`src/rtl/irq_frontend_pkg.sv`:
```
// Shared types, constants and helpers for the interrupt front end.
// Helpers take fixed maximum widths; callers extend and truncate to their own.
package irq_frontend_pkg;

    localparam int unsigned IRQ_W_DFLT = 4;
    localparam int unsigned NIRQ       = 2 ** IRQ_W_DFLT;
    localparam int unsigned VEC_OFF_W  = 7;
    localparam int unsigned IRQ_W_MAX  = 8;
    localparam int unsigned NIRQ_MAX   = 2 ** IRQ_W_MAX;

    typedef enum logic [1:0] {SeqRst, SeqArm, SeqRel, SeqRun} seq_state_e;
    typedef enum logic {OutIdle, OutPresent} out_state_e;

    function automatic logic [63:0] build_ip(input logic [31:0] vec_base,
                                             input logic [IRQ_W_MAX-1:0] num,
                                             input int unsigned irq_w);
        return (64'(vec_base) << (irq_w + VEC_OFF_W)) | (64'(num) << VEC_OFF_W);
    endfunction

    function automatic logic [IRQ_W_MAX-1:0] lowest_set(input logic [NIRQ_MAX-1:0] v);
        logic [IRQ_W_MAX-1:0] r;
        r = '0;
        for (int i = NIRQ_MAX - 1; i >= 0; i--) begin
            if (v[i]) r = IRQ_W_MAX'(i);
        end
        return r;
    endfunction

endpackage

```
`src/rtl/irq_fifo.sv`:
```
// Small synchronous FIFO; a push into a full FIFO succeeds only when paired with a pop.
module irq_fifo #(
    parameter int unsigned Width = 4,
    parameter int unsigned Depth = 4
) (
    input  logic                     clk,
    input  logic                     rst,
    input  logic                     push_i,
    input  logic                     pop_i,
    input  logic [Width-1:0]         wdata_i,
    output logic [Width-1:0]         rdata_o,
    output logic                     full_o,
    output logic                     empty_o,
    output logic [$clog2(Depth):0]   count_o
);

    localparam int unsigned AW = $clog2(Depth);

    logic [AW-1:0]    wr_q, wr_d, rd_q, rd_d;
    logic [AW:0]      cnt_q, cnt_d;
    logic [Width-1:0] mem_q [Depth];
    logic [Width-1:0] mem_d [Depth];
    logic             do_push, do_pop;

    assign full_o  = (cnt_q == (AW + 1)'(Depth));
    assign empty_o = (cnt_q == '0);
    assign count_o = cnt_q;
    assign rdata_o = mem_q[rd_q];

    always_comb begin
        do_pop  = pop_i & ~empty_o;
        do_push = push_i & (~full_o | do_pop);
        mem_d   = mem_q;
        if (do_push) mem_d[wr_q] = wdata_i;
        // Pointers wrap naturally because Depth is a power of two.
        wr_d  = wr_q + AW'(do_push);
        rd_d  = rd_q + AW'(do_pop);
        cnt_d = cnt_q + (AW + 1)'(do_push) - (AW + 1)'(do_pop);
    end

    always_ff @(posedge clk or posedge rst) begin
        if (rst) begin
            wr_q  <= '0;
            rd_q  <= '0;
            cnt_q <= '0;
            for (int i = 0; i < int'(Depth); i++) mem_q[i] <= '0;
        end else begin
            wr_q  <= wr_d;
            rd_q  <= rd_d;
            cnt_q <= cnt_d;
            mem_q <= mem_d;
        end
    end

endmodule

```
`src/rtl/irq_frontend_seq.sv`:
```
// Staged reset release plus a deduplicated, handshaked interrupt queue for one tile.
// MODE 0 delivers in arrival order through a FIFO; MODE 1 delivers lowest pending number first.
import irq_frontend_pkg::*;

module irq_frontend_seq #(
    parameter int unsigned IRQ_W      = IRQ_W_DFLT,
    parameter int unsigned FIFO_DEPTH = 4,
    parameter int unsigned IP_W       = 42,
    parameter int unsigned VEC_BASE   = 1,
    parameter int unsigned RST_STAGES = 5,
    parameter int unsigned MODE       = 0
) (
    input  logic                    clk,
    input  logic                    rst,
    input  logic                    irqload,
    input  logic [IRQ_W-1:0]        irqnum,
    input  logic [(2**IRQ_W)-1:0]   irq_mask,
    output logic                    irq_valid,
    input  logic                    irq_ready,
    output logic [IRQ_W-1:0]        irq_num,
    output logic [IP_W-1:0]         irq_IP,
    output logic [(2**IRQ_W)-1:0]   irq_pend,
    output logic                    irq_ovf,
    input  logic                    ovf_clr,
    output logic [RST_STAGES-1:0]   rst_stage,
    output logic                    seq_done
);

    localparam int unsigned NumLines = 2 ** IRQ_W;
    localparam bit          UseFifo  = (MODE == 0);

    seq_state_e              seq_q, seq_d;
    logic [RST_STAGES-1:0]   stage_q, stage_d;
    logic                    done_q, done_d;
    out_state_e              out_q, out_d;
    logic                    valid_q, valid_d;
    logic [IRQ_W-1:0]        num_q, num_d;
    logic [IP_W-1:0]         ip_q, ip_d;
    logic [NumLines-1:0]     pend_q, pend_d;
    logic                    ovf_q, ovf_d;

    logic                    accept, load_ok, new_req, overflow, has_pending;
    logic                    fifo_push, fifo_pop, fifo_full, fifo_empty;
    logic [IRQ_W-1:0]        fifo_head, sel_num;
    logic [$clog2(FIFO_DEPTH):0] fifo_count;

    generate
        if (MODE == 0) begin : g_fifo
            irq_fifo #(
                .Width (IRQ_W),
                .Depth (FIFO_DEPTH)
            ) u_fifo (
                .clk     (clk),
                .rst     (rst),
                .push_i  (fifo_push),
                .pop_i   (fifo_pop),
                .wdata_i (irqnum),
                .rdata_o (fifo_head),
                .full_o  (fifo_full),
                .empty_o (fifo_empty),
                .count_o (fifo_count)
            );
        end else begin : g_no_fifo
            assign fifo_head  = '0;
            assign fifo_full  = 1'b0;
            assign fifo_empty = 1'b1;
            assign fifo_count = '0;
        end
    endgenerate

    // Reset release: shift zeros in from bit 0, one stage per clock.
    always_comb begin
        seq_d   = seq_q;
        stage_d = stage_q;
        done_d  = done_q;
        case (seq_q)
            SeqRst: seq_d = SeqArm;
            SeqArm, SeqRel: begin
                stage_d = stage_q << 1;
                done_d  = (stage_d == '0);
                seq_d   = done_d ? SeqRun : SeqRel;
            end
            default: ;
        endcase
    end

    always_comb begin
        accept   = valid_q & irq_ready;
        load_ok  = done_q & irqload & ~irq_mask[irqnum];
        // A line being accepted this cycle counts as free, so a same-number strobe re-arms it.
        new_req  = load_ok & (~pend_q[irqnum] | (accept & (num_q == irqnum)));
        fifo_pop = UseFifo & accept & (fifo_count != '0);
        fifo_push = UseFifo & new_req & (~fifo_full | fifo_pop);
        overflow = UseFifo & new_req & fifo_full & ~fifo_pop;

        pend_d = pend_q;
        if (accept) pend_d[num_q] = 1'b0;
        if (UseFifo ? fifo_push : new_req) pend_d[irqnum] = 1'b1;

        ovf_d = ovf_q;
        if (ovf_clr) ovf_d = 1'b0;
        if (overflow) ovf_d = 1'b1;

        has_pending = UseFifo ? ~fifo_empty : (pend_q != '0);
        sel_num     = UseFifo ? fifo_head : IRQ_W'(lowest_set(NIRQ_MAX'(pend_q)));

        out_d   = out_q;
        valid_d = valid_q;
        num_d   = num_q;
        ip_d    = ip_q;
        case (out_q)
            OutIdle: begin
                if (has_pending) begin
                    out_d   = OutPresent;
                    valid_d = 1'b1;
                    num_d   = sel_num;
                    ip_d    = IP_W'(build_ip(VEC_BASE, IRQ_W_MAX'(sel_num), IRQ_W));
                end
            end
            OutPresent: begin
                if (irq_ready) begin
                    out_d   = OutIdle;
                    valid_d = 1'b0;
                end
            end
            default: out_d = OutIdle;
        endcase
    end

    always_ff @(posedge clk or posedge rst) begin
        if (rst) begin
            seq_q   <= SeqRst;
            stage_q <= '1;
            done_q  <= 1'b0;
            out_q   <= OutIdle;
            valid_q <= 1'b0;
            num_q   <= '0;
            ip_q    <= '0;
            pend_q  <= '0;
            ovf_q   <= 1'b0;
        end else begin
            seq_q   <= seq_d;
            stage_q <= stage_d;
            done_q  <= done_d;
            out_q   <= out_d;
            valid_q <= valid_d;
            num_q   <= num_d;
            ip_q    <= ip_d;
            pend_q  <= pend_d;
            ovf_q   <= ovf_d;
        end
    end

    assign rst_stage = stage_q;
    assign seq_done  = done_q;
    assign irq_valid = valid_q;
    assign irq_num   = num_q;
    assign irq_IP    = ip_q;
    assign irq_pend  = pend_q;
    assign irq_ovf   = ovf_q;

endmodule

```
`config.mk`:
```
export PLATFORM = sky130hd
export DESIGN_NAME = irq_frontend_seq
export DESIGN_NICKNAME = d
export VERILOG_FILES = /design/src/rtl/irq_frontend_pkg.sv /design/src/rtl/irq_fifo.sv /design/src/rtl/irq_frontend_seq.sv
export SDC_FILE = /design/constraint.sdc
export NUM_CORES = 1
export LEC_CHECK = 0
export BUFFER_PORTS_ARGS = -buffer_cell sky130_fd_sc_hd__buf_2
export CORE_MARGIN = 8
export CORE_UTILIZATION = 40
export DETAILED_ROUTE_END_ITERATION = 10
export GPL_TIMING_DRIVEN = 0
export PLACE_DENSITY = 0.66
export SYNTH_ARGS = -nofsm -noshare
export SYNTH_HDL_FRONTEND = slang
export SYNTH_SLANG_ARGS = --single-unit
```
`constraint.sdc`:
```
create_clock -name clk -period 4.4 [get_ports clk]
set_clock_uncertainty 0.05 [all_clocks]
set_input_delay 0.88 -clock clk [delete_from_list [all_inputs] [get_ports clk]]
set_output_delay 0.88 -clock clk [all_outputs]
set_load 0.1 [all_outputs]
```
==> flow_summary.toml <==
[power]
ir_drop_uv = 331
comb_power_share = 0.601
pwr-share-clk = 0.112
p_leak_nw = 1.88
power.share.switching = 0.559
powerDensity_nw_per_um2 = 776
p_int_w = 0.00136
p_seq_frac = 0.287
p_sw_w = 0.00173

[clock_tree]
clk_pin_slew_ps = 110
cts_resized = 0
clk_latency_ps = 320
cts_buffers = 5
cts_buffer_depth = 2
cts_tree = "done"
post_cts_buffers = 0
cts_hold_buf = 0
clock-sinks = 55
htreeDepth = 2
root_buffer = "clkbuf_8"

[place]
pre_cts_slack_ps = 813
placed_area_um2 = 3870
gp_congestion = 0.806
dp_cells = 462
place_hpwl_um = 5760
port_buffers = 57

[floorplanning]
core.rowCount = 33
die_h_um = 107
core_region_area_um2 = 8090
fp.dieArea_um2 = 11400
initial_utilization = 0.407
die_w_um = 107
pin_count = 95

[sta]
setup_viol = 0
final_max_slew_viol_count = 0
setup_slack_ps = 1120
hold_violations = 0
relSlewSlack = 0.583
max_freq_ghz = 0.305
tns_ps = 0
rsz0062_at_grt = "false"
worstMarginPinSlew_ps = 625
min_period_over_period = 0.746
fin_crit_ps = 3280

[synth]
mappedNetlistArea_um2 = 3300
synth_cell_types = 52
synth_edf_count = 0
ys_warn_count = 0
async_flop_share = 1.00
synth_ff_type = "dfrtp_1"
synth_top_area_share = 0.380
synth-seq-cells = 55
synth_area_leaders = "dfrtp_1 38%, buf_4 9.3%, mux2_1 5.5%"
syn_avg_cell_area_um2 = 12.5
yosysSeqAreaShare = 0.419
syn_inst = 263
synth_area_leader_cell = "dfrtp_1"

[finish]
final_cell_mix = "57 x buf_2, 50 x dfrtp_1, 41 x buf_4"
insertedDiodeCount = 0
fin_util = 0.492
final_net_count = 395
drive_above_1_share = 0.427
mostFrequentLayoutCell = "buf_2"
synthToLayoutAreaGrowth_pct = 20.8
postLayoutCellArea_um2 = 3980
fin_cells = 470

[setup_path]
max_stage_delay_ps = 600
r2r-start = "irq_IP[10]"
r2r-end = "g_fifo.u_fifo.count_o[2]"
arrival_ps = 3480
crit_type = "primary input to flip-flop"
startpoint_type = "primary input"
crit_chain = "buf_2 -> buf_6 -> mux4_1 -> a22oi_2 -> nand2_2 -> a21oi_2 -> ha_1 -> fa_1 -> xor2_1 -> xnor2_1"
cpMaxStageDelayCell = "mux4_1"
worst_ep_required_time_ps = 4600
cp_max_fo = 11
ff2ff_path_depth = 8
reg2reg_slack_ps = 1420
end_kind = "flip-flop"

[run_status]
status = "complete, no violations"

[drt]
routedWlPerCell_um = 15.5
vias = 2225
ant_nets = 0
drc = 0
drt_first_pass_iters = 4
vias_per_cell = 4.73
drt_wl_total_um = 7300
drt-initial-drc-count = 96

[grt]
grt_util_all_layers = 0.129
antenna_found_initial = 0
gr-total-overflow = 0
top_usage_layer = "met2"
use_met3 = 0.0384
grt_pass1_vias = 2350
grtUsageMet1 = 0.151
grt_max_degree = 34
grt_pass1_wl_um = 11900
grt.met2_usage = 0.223

[worst_hold_path]
min_to = "irq_IP[11]"
hold_class = "flip-flop to flip-flop"
min-delay-start = "irq_IP[11]"
hold-path-cell-count = 1

[job]
cap_violations = 0
## synthesized netlist by cell type (all sizes together) (2+ instances only)
cell / n
a2111oi: 4
a21o: 2
a21oi: 2
a22oi: 3
a31o: 3
a32o: 3
a41o: 3
and2: 2
and2b: 2
buf: 44
clkbuf: 9
dfrtp: 50
dfstp: 5
ha: 5
inv: 9
mux2: 28
mux4: 11
nand2: 12
nand2b: 3
nand3: 2
nand4: 5
nor2: 6
nor2b: 4
nor3: 2
nor3b: 2
o21a: 3
o21ai: 8
o31a: 3
o31ai: 6
or2: 2
or3: 3
xnor2: 4
xor2: 4
## worst max-delay path by stage
stage	startpoint	to	slack, ps	depth (start not counted)
2_1_floorplan	irq_num[1]	g_fifo.u_fifo.count_o[2]	1270	9
3_3_place_gp	irqnum[0]	g_fifo.u_fifo.count_o[2]	830	10
3_5_place_dp	irqnum[0]	g_fifo.u_fifo.count_o[2]	810	10
4_1_cts	irqnum[0]	g_fifo.u_fifo.count_o[2]	1140	10
6_report	irqnum[0]	g_fifo.u_fifo.count_o[2]	1120	10
5_1_grt	irqnum[0]	g_fifo.u_fifo.count_o[2]	1020	10
## metal layers
metal  routed length (um)  vias up
li1                     -     1082
met5                    0        -
met2                 3610       76
met3                  574        8
met4                   92        0
met1                 3020     1059
## through the flow
| stage | power [W] | hold slack [ps] |
|---|---|---|
| after floorplan | 0.00246 | 402 |
| after global placement | 0.00273 | 402 |
| after detailed placement | 0.00277 | 400 |
| after CTS | 0.00312 | 426 |
| after global routing | 0.00326 | 436 |
| final | 0.00309 | 422 |
## power by group through the flow
stage               logic, W  clock network, W  registers [W]
finish               0.00186          0.000346       0.000887
CTS                  0.00187          0.000358       0.000890
floorplan           0.000892                 0        0.00156
global route         0.00195          0.000377       0.000924
detailed placement   0.00187                 0       0.000901
global placement     0.00185                 0       0.000889
## registers in the layout (all words and copies together) (netlist names)
signal,count
g_fifo.u_fifo.rd_q,2
irq_pend,16
irq_IP,2
irq_num,3
seq_done,1
irq_valid,1
irq_ovf,1
rst_stage,5
g_fifo.u_fifo.count_o,3
g_fifo.u_fifo.wr_q,2
seq_q,2
out_q,1
g_fifo.u_fifo.mem_q,16
## logic make-up (layout without fill, tap and decap cells)
| kind of cell | count (synthesis) | count (layout) | synth area share |
|---|---|---|---|
| muxes | 40 | 40 | 0.182 |
| AOI/OAI and AO/OA | 42 | 42 | 0.130 |
| DFF | 55 | 55 | 0.419 |
| adders and majority gates | 6 | 6 | 0.0250 |
| xor gates and xnor gates | 8 | 8 | 0.0213 |
| other | 1 | 37 | 0.00114 |
| buffers and inverters | 62 | 128 | 0.134 |
| and+or+nand+nor | 49 | 49 | 0.0873 |
## layout make-up
class                      count  area [um2]
clock buffer                   5        68.8
buffer                        53         408
sequential                    55        1380
timing repair buffer          58         305
fill                         745        4110
multi-input combinational    182        1610
tap                          105         131
inverter                       9        33.8
clock inverter                 3        46.3
## critical path, delay by kind of cell
| kind | cells | cell delay (ps) |
|---|---|---|
| muxes | 1 | 600 |
| xor gates and xnor gates | 2 | 300 |
| adders and majority gates | 2 | 480 |
| AOI/OAI and AO/OA | 2 | 730 |
| buffers and inverters | 2 | 300 |
| and+or+nand+nor | 1 | 200 |
Power figures use the tool's default switching activity.
